## config.mk

```make
export PLATFORM = sky130hd
export DESIGN_NAME = serdes_frame_rx_crc
export DESIGN_NICKNAME = d
export VERILOG_FILES = /design/src/rtl/serdes_frame_rx_crc.sv
export SDC_FILE = /design/constraint.sdc
export NUM_CORES = 1
export LEC_CHECK = 0
export CORE_MARGIN = 2
export CORE_UTILIZATION = 46
export DETAILED_ROUTE_END_ITERATION = 7
export PLACE_DENSITY_LB_ADDON = 0.08
export SKIP_CTS_REPAIR_TIMING = 1
export SLEW_MARGIN = 20
export SYNTH_ARGS = -nofsm -noshare
export SYNTH_HDL_FRONTEND = slang
export SYNTH_SLANG_ARGS = --single-unit
```

## constraint.sdc

```tcl
create_clock -name S_CLK_I -period 5 [get_ports S_CLK_I]
set_input_delay 0.5 -clock S_CLK_I [delete_from_list [all_inputs] [get_ports S_CLK_I]]
set_output_delay 0.5 -clock S_CLK_I [all_outputs]
set_load 0.02 [all_outputs]
```

## src/rtl/serdes_frame_rx_crc.sv

```systemverilog
// SerDes frame receiver: strips SOF/EOF, checks the trailing CRC-16/CCITT and forwards payload
// with a two-byte lag. Defining SERDES_FRAME_STAT_EN adds good/bad frame counters.
//   state   | meaning
//   IDLE    | waiting for SOF, every other byte ignored
//   BODY    | inside a frame, data bytes pass through the 2-byte holding line
//   DISCARD | frame already failed, drop bytes until EOF or SOF
module serdes_frame_rx_crc #(
    parameter int unsigned MAX_LEN  = 1024,
    parameter logic [7:0]  SOF_CHAR = 8'hFB,
    parameter logic [7:0]  EOF_CHAR = 8'hFD
) (
    input  logic        S_CLK_I,
    input  logic        S_RST_I,
    input  logic [7:0]  RX_DATA_I,
    input  logic        RX_K_I,
    input  logic        RX_VALID_I,
    output logic [7:0]  S_DATA_O,
    output logic        S_WR_EN_O,
    output logic        S_SUCC_O,
    output logic        S_FAIL_O,
    input  logic        S_READY_I
`ifdef SERDES_FRAME_STAT_EN
    ,
    output logic [15:0] STAT_GOOD_O,
    output logic [15:0] STAT_BAD_O
`endif
);

    typedef enum logic [1:0] {
        ST_IDLE    = 2'd0,
        ST_BODY    = 2'd1,
        ST_DISCARD = 2'd2
    } state_t;

    localparam logic [15:0] LP_MAX_LEN = 16'(MAX_LEN);

    state_t      r_state;
    state_t      w_next_state;
    logic [15:0] r_crc;
    logic [15:0] r_len;
    logic [7:0]  r_hold_old;
    logic [7:0]  r_hold_new;
    logic [1:0]  r_hcnt;
    logic [7:0]  r_data;
    logic        r_wr_en;
    logic        r_succ;
    logic        r_fail;

    logic        w_sof;
    logic        w_eof;
    logic        w_k_other;
    logic        w_data;
    logic        w_in_body;
    logic        w_emit_due;
    logic        w_emit_ok;
    logic        w_frame_good;
    logic        w_push;
    logic        w_wr_next;
    logic        w_succ_next;
    logic        w_fail_next;
    logic [15:0] w_crc_next;

    function automatic logic [15:0] crc16_byte(input logic [15:0] c, input logic [7:0] d);
        logic [15:0] r;
        r = c;
        for (int i = 7; i >= 0; i--) begin
            if (r[15] ^ d[i]) r = {r[14:0], 1'b0} ^ 16'h1021;
            else              r = {r[14:0], 1'b0};
        end
        return r;
    endfunction

    assign w_sof      = RX_VALID_I & RX_K_I & (RX_DATA_I == SOF_CHAR);
    assign w_eof      = RX_VALID_I & RX_K_I & (RX_DATA_I == EOF_CHAR);
    assign w_k_other  = RX_VALID_I & RX_K_I & ~w_sof & ~w_eof;
    assign w_data     = RX_VALID_I & ~RX_K_I;
    assign w_in_body  = (r_state == ST_BODY);
    assign w_emit_due = w_in_body & w_data & (r_hcnt == 2'd2);
    // An emission needs both a ready sink and room under the length limit.
    assign w_emit_ok  = w_emit_due & S_READY_I & (r_len != LP_MAX_LEN);
    // CRC over payload plus its own CRC field leaves a zero residue.
    assign w_frame_good = (r_hcnt == 2'd2) && (r_len != 16'd0) && (r_crc == 16'h0000);
    assign w_crc_next   = crc16_byte(r_crc, RX_DATA_I);

    always_ff @(posedge S_CLK_I) begin
        if (S_RST_I) r_state <= ST_IDLE;
        else         r_state <= w_next_state;
    end

    always_comb begin
        w_next_state = r_state;
        case (r_state)
            ST_IDLE: begin
                if (w_sof) w_next_state = ST_BODY;
            end
            ST_BODY: begin
                if (w_sof)                          w_next_state = ST_BODY;
                else if (w_eof)                     w_next_state = ST_IDLE;
                else if (w_k_other)                 w_next_state = ST_DISCARD;
                else if (w_emit_due && !w_emit_ok)  w_next_state = ST_DISCARD;
            end
            ST_DISCARD: begin
                if (w_sof)      w_next_state = ST_BODY;
                else if (w_eof) w_next_state = ST_IDLE;
            end
            default: w_next_state = ST_IDLE;
        endcase
    end

    always_comb begin
        w_push      = w_in_body & w_data;
        w_wr_next   = w_emit_ok;
        w_succ_next = w_in_body & w_eof & w_frame_good;
        w_fail_next = w_in_body & (w_sof | (w_eof & ~w_frame_good) | w_k_other
                                   | (w_emit_due & ~w_emit_ok));
    end

    always_ff @(posedge S_CLK_I) begin
        if (S_RST_I) begin
            r_crc      <= 16'hFFFF;
            r_len      <= 16'd0;
            r_hold_old <= 8'd0;
            r_hold_new <= 8'd0;
            r_hcnt     <= 2'd0;
            r_data     <= 8'd0;
            r_wr_en    <= 1'b0;
            r_succ     <= 1'b0;
            r_fail     <= 1'b0;
        end else begin
            r_wr_en <= w_wr_next;
            r_succ  <= w_succ_next;
            r_fail  <= w_fail_next;
            if (w_wr_next) r_data <= r_hold_old;
            if (w_sof) begin
                r_crc      <= 16'hFFFF;
                r_len      <= 16'd0;
                r_hold_old <= 8'd0;
                r_hold_new <= 8'd0;
                r_hcnt     <= 2'd0;
            end else if (w_push) begin
                r_crc      <= w_crc_next;
                r_hold_new <= RX_DATA_I;
                r_hold_old <= r_hold_new;
                if (r_hcnt != 2'd2) r_hcnt <= r_hcnt + 2'd1;
                if (w_wr_next)      r_len  <= r_len + 16'd1;
            end
        end
    end

    assign S_DATA_O  = r_data;
    assign S_WR_EN_O = r_wr_en;
    assign S_SUCC_O  = r_succ;
    assign S_FAIL_O  = r_fail;

`ifdef SERDES_FRAME_STAT_EN
    logic [15:0] r_stat_good;
    logic [15:0] r_stat_bad;

    always_ff @(posedge S_CLK_I) begin
        if (S_RST_I) begin
            r_stat_good <= 16'd0;
            r_stat_bad  <= 16'd0;
        end else begin
            if (w_succ_next && r_stat_good != 16'hFFFF) r_stat_good <= r_stat_good + 16'd1;
            if (w_fail_next && r_stat_bad  != 16'hFFFF) r_stat_bad  <= r_stat_bad + 16'd1;
        end
    end

    assign STAT_GOOD_O = r_stat_good;
    assign STAT_BAD_O  = r_stat_bad;
`endif

endmodule

```

==> impl_metrics.tcl <==
set metrics [dict create \
    synth.area.mux_share_pct 0.695 \
    post_drt_wl_per_cell_um 15.4 \
    leakage_nw 1.12 \
    reg2reg_depth 4 \
    final_hold_viol_count 0 \
    path_cells "clkdlybuf4s50_1 -> and4bb_1 -> nand3_1 -> or4_1 -> a21oi_1" \
    synth_most_common_cell "dfxtp_1" \
    irDropWorstVdd_mv 0.223 \
    synth_nets 365 \
    grt_usage_pct 19.6 \
    drc 0 \
    fin_nets 375 \
    met3_length_um 248 \
    synthTopCellsByArea "dfxtp_1, nand2_1, a21oi_1, a21oi_2, xnor2_1" \
    min_period_over_period_pct 58.6 \
    fin_total_pwr_mw 1.00 \
    tns_ns 0 \
    ant_nets 0 \
    hpwl_um 4580 \
    yosysWarnings 0 \
    crit_path_max_incr_delay_ns 0.92 \
    insertion_delay_ns 0.34 \
    hold_start "r_hold_new[1]" \
    hold_depth 2 \
    grt_pass1_vias 2302 \
    setup_viol 0 \
    avgSynthCellArea_um2 8.77 \
    grt_max_degree 47 \
    die_area_mm2 0.00732 \
    clk_path_buf_depth 2 \
    drt_iter0_markers 96 \
    ys_types 54 \
    critPathTopFamily "simple AND/OR/NAND/NOR gates" \
    drive_above_1_share_pct 13.7 \
    synth_fa_ha_area_share_pct 1.23 \
    drtPass1Iterations 4 \
    num_rows 29 \
    max_freq_ghz 0.341 \
    r2r-end "r_len[11]" \
    worst-path-max-fanout 25 \
    synth.top_cells.by_count "dfxtp_1, nand2_1, a21oi_1, nand3_1, a21oi_2" \
    routed-wl-met2_um 3120 \
    ys_seq_elements 63 \
    clkTransAtPathRegs_ns 0.07 \
    cts_sinks 63 \
    synthCells 349 \
    synth_top_area_cell "dfxtp_1" \
    antenna_found_initial 0 \
    synth-simple-area-share_pct 24.8 \
    crit_path_start_kind "primary input" \
    synthFlopType "dfxtp_1" \
    relSlewSlack_pct 36.7 \
    die_w_um 85.6 \
    min_period_ns 2.93 \
    diodes 0 \
    grt-ovfl-total 0 \
    vias 2527 \
    syn2layout_area_growth_pct 12.6 \
    synth_edf_count 0 \
    status "finished, final reports clean" \
    crit_required_ns 5.26 \
    io_pins 24 \
    synth_xor_area_share_pct 6.58 \
    gp_congestion 0.814 \
    rsz0062_at_grt "false" \
    synth_top_family_by_area "simple AND/OR/NAND/NOR gates" \
    numCtsBuffers 9 \
    cts_tree "built" \
    hold_end "r_hold_old[1]" \
    regToRegStartpoint "r_state[0]" \
    yosysSeqAreaShare_pct 41.2 \
    slew_viol_final 0 \
    io_buffers 23 \
    wl_met1_um 3370 \
    min_path_type "reg -> reg" \
    path_buf_inv 1 \
    placed_cells 425 \
    ff2ff_setup_slack_ns 2.37 \
    synth_compound_area_share_pct 19.8 \
    die_h_um 85.6 \
    routed.top_layer "met4" \
    crit_slowest_cell "and4bb_1" \
    syn-cell-area_mm2 0.00306 \
    grt_pass1_wl_um 11400 \
    p_per_area_mw_per_mm2 291 \
    max_cap_violations 0 \
    viasPerCell 5.73 \
    start_util_pct 47.9 \
    htreeDepth 3 \
    fin_skew_ns 0.00729 \
    worst_ep_arrival_time_ns 3.19 \
    critical_path_class "in -> reg" \
    stdcell_count 441 \
    yosysTopAreaCellShare_pct 41.2 \
    async_reset_ff_share_pct 0 \
    root_buffer "clkbuf_8" \
    tightest_slew_ns 0.949 \
    core_mm2 0.00639 \
    wl_um 6790 \
    critPathCaptureType "register" \
]
-- metal layers --
| metal | global-route usage, % | vias to the layer above |
|---|---|---|
| li1 | - | 1278 |
| met1 | 27.9 | 1198 |
| met2 | 28.8 | 46 |
| met3 | 4.33 | 5 |
| met4 | 7.65 | 0 |
| met5 | 0 | - |
-- through the flow --
| stage | util [%] | instance area, µm² | setup WS (ns) | hold WS, ns |
|---|---|---|---|---|
| floorplan | - | 3060 | 3.03 | 0.429 |
| global placement | 50.7 | 3240 | 1.77 | 0.444 |
| detailed placement | 50.8 | 3250 | 1.71 | 0.449 |
| CTS | 54.0 | 3450 | 2.08 | 0.454 |
| global route | 54.0 | 3450 | 1.84 | 0.461 |
| finish | 54.0 | 3450 | 2.07 | 0.454 |
-- registers in the layout, indices dropped and copies added (netlist names) --
name        count
S_WR_EN_O       1
r_hold_old      8
r_crc          16
r_len          16
r_state         2
r_hold_new      8
r_hcnt          2
S_FAIL_O        1
S_DATA_O        8
S_SUCC_O        1
-- worst register-to-register path, stage by stage (launching register included) --
cell and delay (ns):
dfxtp_1 0.42, and4bb_1 0.85, nand3_1 0.54, or4_1 0.60, a21oi_1 0.15
-- layout by cell type, fill, tap and decap left out, drive strengths merged, types with 7 or more instances in the layout --
master / n
nand4: 10
a21oi: 44
o21ai: 19
o31ai: 12
clkdlybuf4s50: 23
clkbuf: 11
nand2: 56
or4: 15
nand3: 22
dfxtp: 63
xnor2: 15
xor2: 8
nor2: 7
-- cell families (layout without fill, tap and decap cells) --
logic type	Yosys count	in the layout
compound gates	89	89
xor+xnor	23	23
fa+ha+maj	3	3
buf+inv	30	45
flops	63	63
mux	2	2
simple gates	139	139
-- cell type report --
cell class                 count  area [µm²]
fill                         629        2940
timing repair buffer          25         245
sequential                    63        1260
multi-input combinational    256        1630
inverter                       4        15.0
clock inverter                 5        57.6
tap                           77        96.3
clock buffer                  11         141
-- worst max path at each step --
stage	start	to	slack, ns	depth (start not counted)
after floorplan	RX_K_I	r_len[14]	3.03	6
after global placement	RX_K_I	r_len[15]	1.77	5
after detailed placement	RX_K_I	r_len[11]	1.71	5
after CTS	RX_K_I	r_len[11]	2.08	5
after global routing	RX_VALID_I	r_len[13]	1.84	5
final	RX_K_I	r_len[11]	2.07	5
-- power by group --
group / leakage, nW / switching (mW) / total (mW) / internal, mW
registers: 0.508 / 0.0000540 / 0.502 / 0.501
logic: 0.513 / 0.0340 / 0.0534 / 0.0194
clock network: 0.103 / 0.204 / 0.448 / 0.244
Note: power is estimated with default switching activity, not from simulation.
